`src/rtl/game_flow_ctrl.sv`:
```
// Turn and game-flow controller for N-player grid games. It sequences turns,
// flags rejected moves, detects a win or a draw, and keeps saturating scores.
module game_flow_ctrl #(
  parameter int  NUM_PLAYERS  = 2,
  parameter int  MAX_MOVES    = 9,
  parameter int  INVALID_HOLD = 4,
  parameter int  SCORE_W      = 4,
  localparam int PW  = (NUM_PLAYERS > 1) ? $clog2(NUM_PLAYERS) : 1,
  localparam int MCW = $clog2(MAX_MOVES + 1)
) (
  input  logic                           clock,
  input  logic                           reset,
  input  logic                           restart,
  input  logic                           score_clr,
  input  logic                           move_req,
  input  logic                           move_invalid,
  input  logic                           win,
  output logic [PW-1:0]                  cur_player,
  output logic [NUM_PLAYERS-1:0]         en_player,
  output logic                           LED_invalid,
  output logic [MCW-1:0]                 move_cnt,
  output logic                           game_over,
  output logic                           draw_flag,
  output logic [NUM_PLAYERS-1:0]         winner,
  output logic [NUM_PLAYERS*SCORE_W-1:0] scores
);

  localparam int HW = $clog2(INVALID_HOLD + 1);
  localparam logic [PW-1:0]          LAST_PLAYER = PW'(NUM_PLAYERS - 1);
  localparam logic [MCW-1:0]         FULL_BOARD  = MCW'(MAX_MOVES);
  localparam logic [HW-1:0]          HOLD_LOAD   = HW'(INVALID_HOLD);
  localparam logic [NUM_PLAYERS-1:0] ONE_HOT0    = NUM_PLAYERS'(1);
  localparam logic [SCORE_W-1:0]     SCORE_MAX   = '1;

  typedef enum logic [1:0] {
    ST_TURN    = 2'd0,
    ST_CHECK   = 2'd1,
    ST_INVALID = 2'd2,
    ST_OVER    = 2'd3
  } state_e;

  state_e                          state_q;
  logic [PW-1:0]                   cur_q;
  logic [PW-1:0]                   start_q;
  logic [MCW-1:0]                  cnt_q;
  logic [HW-1:0]                   hold_q;
  logic                            led_q;
  logic                            over_q;
  logic                            draw_q;
  logic [NUM_PLAYERS-1:0]          winner_q;
  logic [NUM_PLAYERS*SCORE_W-1:0]  scores_q;
  logic [NUM_PLAYERS*SCORE_W-1:0]  scores_d;
  logic [PW-1:0]                   curInc;
  logic [PW-1:0]                   startInc;
  logic                            scoreWin;

  assign curInc   = (cur_q == LAST_PLAYER) ? '0 : cur_q + 1'b1;
  assign startInc = (start_q == LAST_PLAYER) ? '0 : start_q + 1'b1;

  // restart outranks everything except reset; a move arriving with it is dropped
  always_ff @(posedge clock or negedge reset) begin
    if (!reset) begin
      state_q  <= ST_TURN;
      cur_q    <= '0;
      start_q  <= '0;
      cnt_q    <= '0;
      hold_q   <= '0;
      led_q    <= 1'b0;
      over_q   <= 1'b0;
      draw_q   <= 1'b0;
      winner_q <= '0;
    end else if (restart) begin
      if (state_q == ST_OVER) begin
        start_q <= startInc;
        cur_q   <= startInc;
      end else begin
        cur_q   <= start_q;
      end
      state_q  <= ST_TURN;
      cnt_q    <= '0;
      hold_q   <= '0;
      led_q    <= 1'b0;
      over_q   <= 1'b0;
      draw_q   <= 1'b0;
      winner_q <= '0;
    end else begin
      case (state_q)
        ST_TURN: begin
          if (move_req) begin
            if (move_invalid) begin
              state_q <= ST_INVALID;
              hold_q  <= HOLD_LOAD;
              led_q   <= 1'b1;
            end else begin
              state_q <= ST_CHECK;
              cnt_q   <= cnt_q + 1'b1;
            end
          end
        end
        ST_CHECK: begin
          if (win) begin
            state_q  <= ST_OVER;
            over_q   <= 1'b1;
            winner_q <= ONE_HOT0 << cur_q;
          end else if (cnt_q == FULL_BOARD) begin
            state_q <= ST_OVER;
            over_q  <= 1'b1;
            draw_q  <= 1'b1;
          end else begin
            state_q <= ST_TURN;
            cur_q   <= curInc;
          end
        end
        ST_INVALID: begin
          hold_q <= hold_q - 1'b1;
          if (hold_q <= HW'(1)) begin
            state_q <= ST_TURN;
            led_q   <= 1'b0;
          end
        end
        ST_OVER: begin
          state_q <= ST_OVER;
        end
        default: begin
          state_q <= ST_TURN;
          led_q   <= 1'b0;
          over_q  <= 1'b0;
        end
      endcase
    end
  end

  // A clear in the same cycle as a winning CHECK takes precedence over the increment
  assign scoreWin = (state_q == ST_CHECK) && win && !restart;

  always_comb begin
    scores_d = scores_q;
    if (score_clr) begin
      scores_d = '0;
    end else if (scoreWin) begin
      for (int p = 0; p < NUM_PLAYERS; p++) begin
        if ((cur_q == PW'(p)) && (scores_q[p*SCORE_W +: SCORE_W] != SCORE_MAX)) begin
          scores_d[p*SCORE_W +: SCORE_W] = scores_q[p*SCORE_W +: SCORE_W] + 1'b1;
        end
      end
    end
  end

  always_ff @(posedge clock or negedge reset) begin
    if (!reset) begin
      scores_q <= '0;
    end else begin
      scores_q <= scores_d;
    end
  end

  assign cur_player  = cur_q;
  assign en_player   = (state_q == ST_TURN) ? (ONE_HOT0 << cur_q) : '0;
  assign LED_invalid = led_q;
  assign move_cnt    = cnt_q;
  assign game_over   = over_q;
  assign draw_flag   = draw_q;
  assign winner      = winner_q;
  assign scores      = scores_q;

endmodule

```
`config.mk`:
```
export PLATFORM = sky130hd
export DESIGN_NAME = game_flow_ctrl
export DESIGN_NICKNAME = d
export VERILOG_FILES = /design/src/rtl/game_flow_ctrl.sv
export SDC_FILE = /design/constraint.sdc
export NUM_CORES = 1
export LEC_CHECK = 0
export BUFFER_PORTS_ARGS = -buffer_cell sky130_fd_sc_hd__buf_2
export CORE_ASPECT_RATIO = 0.75
export CORE_MARGIN = 4
export CORE_UTILIZATION = 40
export DETAILED_ROUTE_END_ITERATION = 10
export GPL_ROUTABILITY_DRIVEN = 1
export GPL_TIMING_DRIVEN = 0
export PLACE_DENSITY_LB_ADDON = 0.05
export SLEW_MARGIN = 10
export SYNTH_ARGS = -nofsm -noshare
export SYNTH_HDL_FRONTEND = slang
export SYNTH_SLANG_ARGS = --single-unit
```
`constraint.sdc`:
```
create_clock -name clock -period 4.3 [get_ports clock]
set_clock_uncertainty 0.2 [all_clocks]
set_input_delay 0.86 -clock clock [delete_from_list [all_inputs] [get_ports clock]]
set_output_delay 0.86 -clock clock [all_outputs]
set_load 0.02 [all_outputs]
```
==> results of run 1 <==
## cells in the final DEF, fill, tap and decap left out, types with 3 or more instances in the layout
master / n
or3_1: 4
nor3_1: 5
o21ai_0: 7
mux2_2: 4
a211oi_1: 3
buf_2: 26
nand2b_1: 8
nand3_1: 4
and3b_1: 4
nor3b_1: 3
ha_1: 6
a21oi_1: 11
dfrtp_1: 24
mux2i_1: 4
inv_1: 10
nor2b_1: 5
clkbuf_1: 6
clkbuf_8: 3
nor2_1: 8
## metrics by stage
stage	setup slack (ns)	util (%)
2_1_floorplan	1.91	-
3_3_place_gp	1.81	47.3
3_5_place_dp	1.72	47.3
4_1_cts	1.66	48.5
5_1_grt	1.54	48.5
6_report	1.63	48.5
## area by class of cell
| cell class | count | area (um^2) |
|---|---|---|
| clock buffers | 3 | 41.3 |
| well taps | 40 | 50.0 |
| plain buffers | 8 | 38.8 |
| repair buffers | 25 | 125 |
| fillers | 319 | 1700 |
| flip-flops and latches | 24 | 601 |
| inverters | 10 | 37.5 |
| multi-input cells | 99 | 713 |
## registers in the layout (all words and copies together), names as in the netlist
| signal | cells |
|---|---|
| state_q | 2 |
| cur_player | 1 |
| winner | 2 |
| scores | 8 |
| start_q | 1 |
| hold_q | 3 |
| draw_flag | 1 |
| move_cnt | 4 |
| game_over | 1 |
| LED_invalid | 1 |
## kinds of logic (layout without fill, tap and decap cells)
| kind of cell | after synthesis | count (layout) | synth area share (%) |
|---|---|---|---|
| AOI/OAI and AO/OA | 31 | 31 | 14.9 |
| DFF | 24 | 24 | 43.2 |
| and+or+nand+nor | 52 | 52 | 23.6 |
| adders and majority gates | 6 | 6 | 5.40 |
| xor gates and xnor gates | 2 | 2 | 1.26 |
| muxes | 8 | 8 | 6.12 |
| buffers and inverters | 18 | 46 | 5.49 |
## critical path, stage by stage, from the launching register on
cell	delay [ns]
dfrtp_1	0.35
clkbuf_1	0.35
inv_1	0.22
nor3_1	0.22
buf_2	0.21
## layer usage
| metal | global-route usage (%) | wire, um |
|---|---|---|
| met3 | 3.95 | 177 |
| met4 | 2.24 | 18 |
| met5 | 0 | 0 |
| met2 | 22.8 | 1340 |
| met1 | 20.3 | 1580 |
## final timing paths
path	end	slack [ns]	cells past startpoint
min reg2reg	start_q$_DFFE_PN0P_	0.31	1
max reg2reg	scores[0]$_DFFE_PN0P_	2.30	4
max in group asynchronous	scores[5]$_DFFE_PN0P_	3.16	1
max	en_player[1]	1.63	4
min in group asynchronous	hold_q[0]$_DFFE_PN0P_	0.37	1
min	start_q$_DFFE_PN0P_	0.31	1
## Yosys cell counts (all sizes together), types with 2 or more instances
master  instances
dfrtp          24
a21oi          11
inv            10
nand2b          8
nor2            8
o21ai           7
clkbuf          6
ha              6
nor2b           5
nor3            5
and3b           4
mux2            4
mux2i           4
nand3           4
or3             4
a211oi          3
nor3b           3
a311oi          2
buf             2
nand3b          2
nor4            2
o21bai          2
or4b            2
xnor2           2
## where the power goes
| group | internal, mW | switching (mW) | total [mW] |
|---|---|---|---|
| clock | 0.0627 | 0.0702 | 0.133 |
| sequential | 0.243 | 0.0168 | 0.260 |
| combinational | 0.0510 | 0.0860 | 0.137 |
==> results.md, run 1 <==
* Status: complete, no violations
* DP Cell Count at 206
* Final net count at 184
* VDD IR max at 170 uV
* Initial DRC Count at 69
* Tot Pwr at 0.530 mW
* CTS Buf Count at 3
* Worst Tran Pin Value at 0.609 ns
* Crit Path Category: reg -> out
* Clk sinks at 24
* Total Routed Length at 3.11 mm
* Syn Area/Cell at 9.86 um^2
* Root Driver: clkbuf_8
* Ys Warns at 0
* Drc violations at 0
* HP Class: reg -> reg
* Fin area at 1610 um^2
* Number of global-route vias before repair at 1079
* H-tree Lvls at 1
* Post-CTS setup buffers at 0
* WL/cell at 14.9 um
* First-pass GRT wire length at 5.21 mm
* Largest net degree at the start of global routing at 25
* Leakage dissipation at 0.743 nW
* Row Count at 18
* Largest cells by area after synthesis: dfrtp_1 (43%), ha_1 (5.4%), a21oi_1 (4.0%)
* Post-CTS Resized at 0
* Ys async rst share at 100%
* ANT nets after route at 0
* Top-area cell type share of the netlist area at 43.2%
* CP arrival at 1.61 ns
* Synth cell types at 37
* Total gr overflow at 0
* Non-Filler Instances at 209
* Hold_buf cts at 0
* Placed inst area at 1570 um^2
* First-pass detailed-route iteration total at 4
* Post-DP HPWL at 2.33 mm
* RSZ-0062 raised after global routing: false
* Clk buf depth at 2
* Share of cells above drive strength 1 at 23.7%
* Yosys top cell by area: dfrtp_1
* Post-synth EDFFs at 0
* # IOs at 27
* Chip Height at 59.1 um
* Min-delay src: start_q$_DFFE_PN0P_
* # port buffers at 25
* Synthesized cell area at 1390 um^2
* Gp weighted congestion at 0.880
* Layout area overhead at 15.6%
* Seq cells post-synth at 24
* Worst-path fanout max at 9
* Vias post-DR at 1127
* Max cap viols at 0
* Mapped Cells at 141
* Primary FF master, synth: dfrtp_1
* FF-to-FF Start: state_q[1]$_DFFE_PN0P_
* Final setup TNS at 0 ns
* Worst skew pair latency at 0.26 ns
* Fmax at 375 MHz
* GRT Util Overall at 14.4%
* TritonCTS clock tree: done
* Diode count at 0
* CP startpoint: cur_player$_DFFE_PN0P_
* Initial antenna violation count at 0
* Tmin final at 2.67 ns
* Setup crit end kind: primary output
* Core area at 3310 um^2
* Pwr/cell area at 330 nW/um^2
* Critical path startpoint category: register
* Critical Path RT at 3.24 ns
* DR vias/cell at 5.39
* Initial Util at 42.0%
* Max-slew violation count at 0
* Die Width at 76.1 um
* Setup-failing EPs final at 0
* Hold WS at 0.314 ns
* Final Hold Viols at 0
* Post-Syn Nets at 154
* Clock Pin Slew Worst Setup and Hold Paths at 0.08 ns
* Sequential area share after synthesis at 43.2%
* Max-slew headroom at 58.8%
* Area of the die at 4490 um^2
* Period utilization at 62.0%
(Power assumes the default switching activity.)
==> inputs of run 2 (changes only) <==
==> constraint.sdc (replaced) <==
create_clock -name clock -period 2.14 [get_ports clock]
set_clock_uncertainty 0.2 [all_clocks]
set_input_delay 0.428 -clock clock [delete_from_list [all_inputs] [get_ports clock]]
set_output_delay 0.428 -clock clock [all_outputs]
set_load 0.02 [all_outputs]
==> run 2 against run 1 <==
Effect of this change: hold slack worse by 0.070 ns; sequential share of layout area down 0.29 points; first-iteration DRC count unchanged; critical path depth is 1 lower; register-to-register slack got worse by 2.2 ns; die area did not move; non-clock buffer count is the same; global-route usage about the same; power grew 100%; count of clock-buffer cells in the layout is the same.
==> results.md, run 2 (same netlist as run 1, synthesis figures left out) <==
* Status: complete, no violations
* Diode count at 0
* Multi-input gate area at 718 um^2
* Clock Pin Slew Worst Setup and Hold Paths at 0.08 ns
* ANT nets after route at 0
* Period utilization at 94.6%
* Non-Filler Instances at 209
* Critical path startpoint category: register
* Setup-failing EPs final at 0
* Share of cells above drive strength 1 at 24.9%
* Largest register FFs at 8
* First-pass GRT wire length at 5.22 mm
* Initial DRC Count at 69
* Critical Path RT at 1.51 ns
* Worst-path fanout max at 10
* Largest net degree at the start of global routing at 25
* Post-CTS setup buffers at 0
* HP Class: in -> reg
* Max-slew headroom at 58.0%
* Row Count at 18
* CTS Buf Count at 3
* Max cap viols at 0
* Drc violations at 0
* DP Cell Count at 206
* Register area at 601 um^2
* Pwr/cell area at 659 nW/um^2
* RSZ-0062 raised after global routing: false
* Tmin final at 2.02 ns
* # IOs at 27
* Initial Util at 42.0%
* TritonCTS clock tree: done
* DR vias/cell at 5.37
* Worst skew pair latency at 0.26 ns
* Vias post-DR at 1123
* WL/cell at 15.0 um
* H-tree Lvls at 1
* CP delay by family, top: flip-flops
* Total Routed Length at 3.14 mm
* Chip Height at 59.1 um
* Crit Path Category: reg -> out
* Final Hold Viols at 0
* Worst Tran Pin Value at 0.622 ns
* Area of the die at 4490 um^2
* Clk buf depth at 2
* Worst path cell trace: clkbuf_1 > nor3_2 > buf_2
* Die Width at 76.1 um
* Slowest cell on the critical path: dfrtp_1
* Fmax at 494 MHz
* Worst path bufs/invs at 2
* Total gr overflow at 0
* Crit path largest cell delay at 0.46 ns
* Post-DP HPWL at 2.33 mm
* Root Driver: clkbuf_8
* Layout area overhead at 16.5%
* Max-slew violation count at 0
* First-pass detailed-route iteration total at 4
* Gp weighted congestion at 0.880
* Post-Route Utilization at 48.9%
* GRT Util Overall at 14.4%
* Final net count at 184
* Leakage dissipation at 0.752 nW
* Fill cells at 320
* Clk sinks at 24
* Most common cell after layout, fill and taps aside: buf_2
* # port buffers at 25
* Setup crit end kind: primary output
* VDD IR max at 342 uV
* Initial antenna violation count at 0
* Commonest cells after routing, fill and taps aside: buf_2 (26), dfrtp_1 (24), a21oi_1 (11)
* Core area at 3310 um^2
* CP arrival at 1.40 ns
* Number of global-route vias before repair at 1080
## run 2: worst reg2reg max path: stages, from the launching register on
cell and delay, ns:
dfrtp_1 0.46, nand4bb_1 0.21, clkbuf_1 0.22, a311oi_2 0.41
mux2_2 0.39
## run 2: final timing paths
kind	startpoint	end	slack, ns	cells after the start
setup / recovery	state_q[1]$_DFFE_PN0P_	en_player[1]	0.12	3
hold / removal	restart	move_cnt[1]$_DFFE_PN0P_	0.24	2
setup reg to reg	state_q[1]$_DFFE_PN0P_	scores[0]$_DFFE_PN0P_	0.14	4
hold reg to reg	start_q$_DFFE_PN0P_	start_q$_DFFE_PN0P_	0.31	1
max in group asynchronous	reset	scores[5]$_DFFE_PN0P_	0.90	2
min in group asynchronous	reset	hold_q[0]$_DFFE_PN0P_	0.47	2
## run 2: area by class of cell
type | instances | share of cell area [%]
multi-input combinational | 99 | 44.4
clock buffer | 3 | 2.55
timing repair buffer | 26 | 8.35
inverter | 10 | 2.32
tap | 40 | 3.09
buffer | 7 | 2.24
sequential | 24 | 37.1
## run 2: through the flow
step	hold WS, ns	TNS, ns	total power [mW]	instance area [um^2]	setup slack [ns]
finish	0.244	0	1.07	1620	0.116
global route	0.262	0	1.12	1620	0.00528
CTS	0.241	0	1.07	1610	0.0338
detailed placement	0.252	-0.00561	0.808	1570	-0.00561
global placement	0.254	0	0.802	1570	0.0850
floorplan	-0.0676	0	0.714	1390	0.187
## run 2: where the power goes
part           leakage (nW)  switching (mW)  internal, mW  total (mW)
logic                 0.404           0.153         0.102       0.255
clock network        0.0216           0.142         0.126       0.268
registers             0.327          0.0546         0.489       0.544
total                 0.752           0.350         0.717        1.07
## run 2: layer usage
layer  global-route usage (%)  up-vias  share of wire [%]
li1                         -      559                  -
met2                     22.8       25                 43
met3                     4.10        2                5.8
met4                     2.24        0               0.57
met5                        0        -                  0
met1                     20.3      537                 51
## run 2: timing repair
action,CTS,global route
hold buffers,1,0
endpoints found under the setup margin,1,1
gates resized for setup,0,3
cloned,0,0
endpoints found under the hold margin,24,0
==> inputs of run 3 (changes only) <==
==> constraint.sdc (replaced) <==
create_clock -name clock -period 2.14 [get_ports clock]
set_clock_uncertainty 0.2 [all_clocks]
set_input_delay 0.107 -clock clock [delete_from_list [all_inputs] [get_ports clock]]
set_output_delay 0.107 -clock clock [all_outputs]
set_load 0.02 [all_outputs]
==> run 3 against run 2 <==
Effect of this change: cell area is 1.5% higher; count of clock-buffer cells in the layout stayed put; flip-flop and latch count stayed put; die area stayed put; power is 0.15% higher; first-iteration DRC count stayed put; via count is 1.3% higher; sequential share of layout area is 0.56 points lower; fmax is 1.4% higher; routed wire length is 1.2% lower; largest cell class unchanged.
==> results.md, run 3 (same netlist as run 1, synthesis figures left out) <==
* Crit Path Category: in -> reg
* Period utilization at 93.3%
* Setup slack, reg-to-reg at 0.17 ns
* TritonCTS clock tree: done
* # port buffers at 25
* Status: complete, no violations
* Leakage dissipation at 0.762 nW
* Max-slew violation count at 0
* Commonest cells after routing, fill and taps aside: buf_2 (26), dfrtp_1 (24), a21oi_1 (11)
* Reg2Reg Capture Point: scores[4]$_DFFE_PN0P_
* Post-Route Utilization at 49.7%
* Initial Util at 42.0%
* Sequential share of power at 49.0%
* Clock Pin Slew Worst Setup and Hold Paths at 0.08 ns
* H-tree Lvls at 1
* Critical Path RT at 2.09 ns
* Die Width at 76.1 um
* Largest net degree at the start of global routing at 25
* Final setup TNS at 0 ns
* Total gr overflow at 0
* First-pass detailed-route iteration total at 4
* Core area at 3310 um^2
* Fmax at 501 MHz
* Pwr/cell area at 650 nW/um^2
* Sw power at 0.347 mW
* Tmin final at 2.00 ns
* CP arrival at 1.95 ns
* Worst skew pair latency at 0.26 ns
* HP Class: in -> reg
* Root Driver: clkbuf_8
* # IOs at 27
* Post-DP HPWL at 2.33 mm
* Layout area overhead at 18.3%
* CP startpoint: restart
* Fill cells at 318
* Clk sinks at 24
* Clock Power Share at 24.9%
* Hold path depth at 3
* Worst Hold End: scores[2]$_DFFE_PN0P_
* Min-delay src: score_clr
* Max cap viols at 0
* Gp weighted congestion at 0.880
* DR vias/cell at 5.34
* Setup-failing EPs final at 0
* Total Routed Length at 3.11 mm
* Tot Pwr at 1.07 mW
* Area of the die at 4490 um^2
* FF-to-FF Start: cur_player$_DFFE_PN0P_
* Number of global-route vias before repair at 1098
* ANT nets after route at 0
* CTS Buf Count at 3
* Critical path startpoint category: input pin
* Diode count at 0
* Initial antenna violation count at 0
* Most common cell after layout, fill and taps aside: buf_2
* Fin area at 1640 um^2
* Final Hold Viols at 0
* Setup crit end kind: register
* Worst-path fanout max at 10
* RSZ-0062 raised after global routing: false
* Cell internal pwr at 0.721 mW
* WL/cell at 14.6 um
* GRT Util Overall at 14.6%
* Clk buf depth at 2
* Max-slew headroom at 58.8%
* Largest register FFs at 8
* Initial DRC Count at 69
* Sw Share at 32.5%
* VDD IR max at 346 uV
* First-pass GRT wire length at 5.28 mm
* Row Count at 18
* Share of cells above drive strength 1 at 23.7%
* Placed inst area at 1570 um^2
* Worst Tran Pin Value at 0.609 ns
* R2R cell count at 4
* Drc violations at 0
* Gate power share at 26.2%
* Hold WS at 0.0513 ns
* Vias post-DR at 1138
* Final net count at 188
* Chip Height at 59.1 um
## run 3: repair_timing
| action | 4_1_cts | 5_1_grt |
|---|---|---|
| hold endpoints to repair | 28 | 0 |
| hold buffers | 3 | 0 |
| setup endpoints to repair | 0 | 2 |
| buffers inserted | 0 | 1 |
| resized for setup | 0 | 0 |
## run 3: power groups by stage
stage | combinational, mW | clock, mW | sequential (mW)
after floorplan | 0.168 | 0 | 0.547
after global placement | 0.273 | 0 | 0.528
after detailed placement | 0.276 | 0 | 0.532
after CTS | 0.281 | 0.276 | 0.523
after global routing | 0.309 | 0.289 | 0.529
final | 0.279 | 0.266 | 0.523
## run 3: how the worst max path moves through the flow
stage | end | cells after the start
3_5_place_dp | scores[0]$_DFFE_PN0P_ | 4
5_1_grt | scores[4]$_DFFE_PN0P_ | 6
2_1_floorplan | cur_player$_DFFE_PN0P_ | 5
6_report | scores[0]$_DFFE_PN0P_ | 6
3_3_place_gp | scores[0]$_DFFE_PN0P_ | 4
4_1_cts | scores[0]$_DFFE_PN0P_ | 6
## run 3: area by class of cell
cell class	count	area [um^2]	share of cell area [%]
Clock buffer	3	41.3	2.51
Sequential cell	24	601	36.5
Multi-Input combinational cell	99	713	43.4
Inverter	10	37.5	2.28
Timing Repair Buffer	29	163	9.89
Tap cell	40	50.0	3.04
Buffer	8	38.8	2.36
## run 3: critical path, stage by stage
cell and delay, ns:
dlygate4sd3_1 0.53, buf_2 0.18, nand4bb_1 0.20, clkbuf_1 0.22, a311oi_2 0.33, mux2_2 0.39
## run 3: through the flow
stage	setup slack, ns	std cells
global placement	0.231	206
finish	0.144	213
global route	0.0571	213
detailed placement	0.146	206
CTS	0.0592	212
floorplan	0.239	141
## run 3: routing by layer
| metal | track usage [%] | up-vias | share of wire, % |
|---|---|---|---|
| li1 | - | 565 | - |
| met2 | 23.3 | 29 | 43 |
| met1 | 20.3 | 542 | 50 |
| met4 | 2.24 | 0 | 0.58 |
| met3 | 4.10 | 2 | 6.0 |
| met5 | 0 | - | 0 |
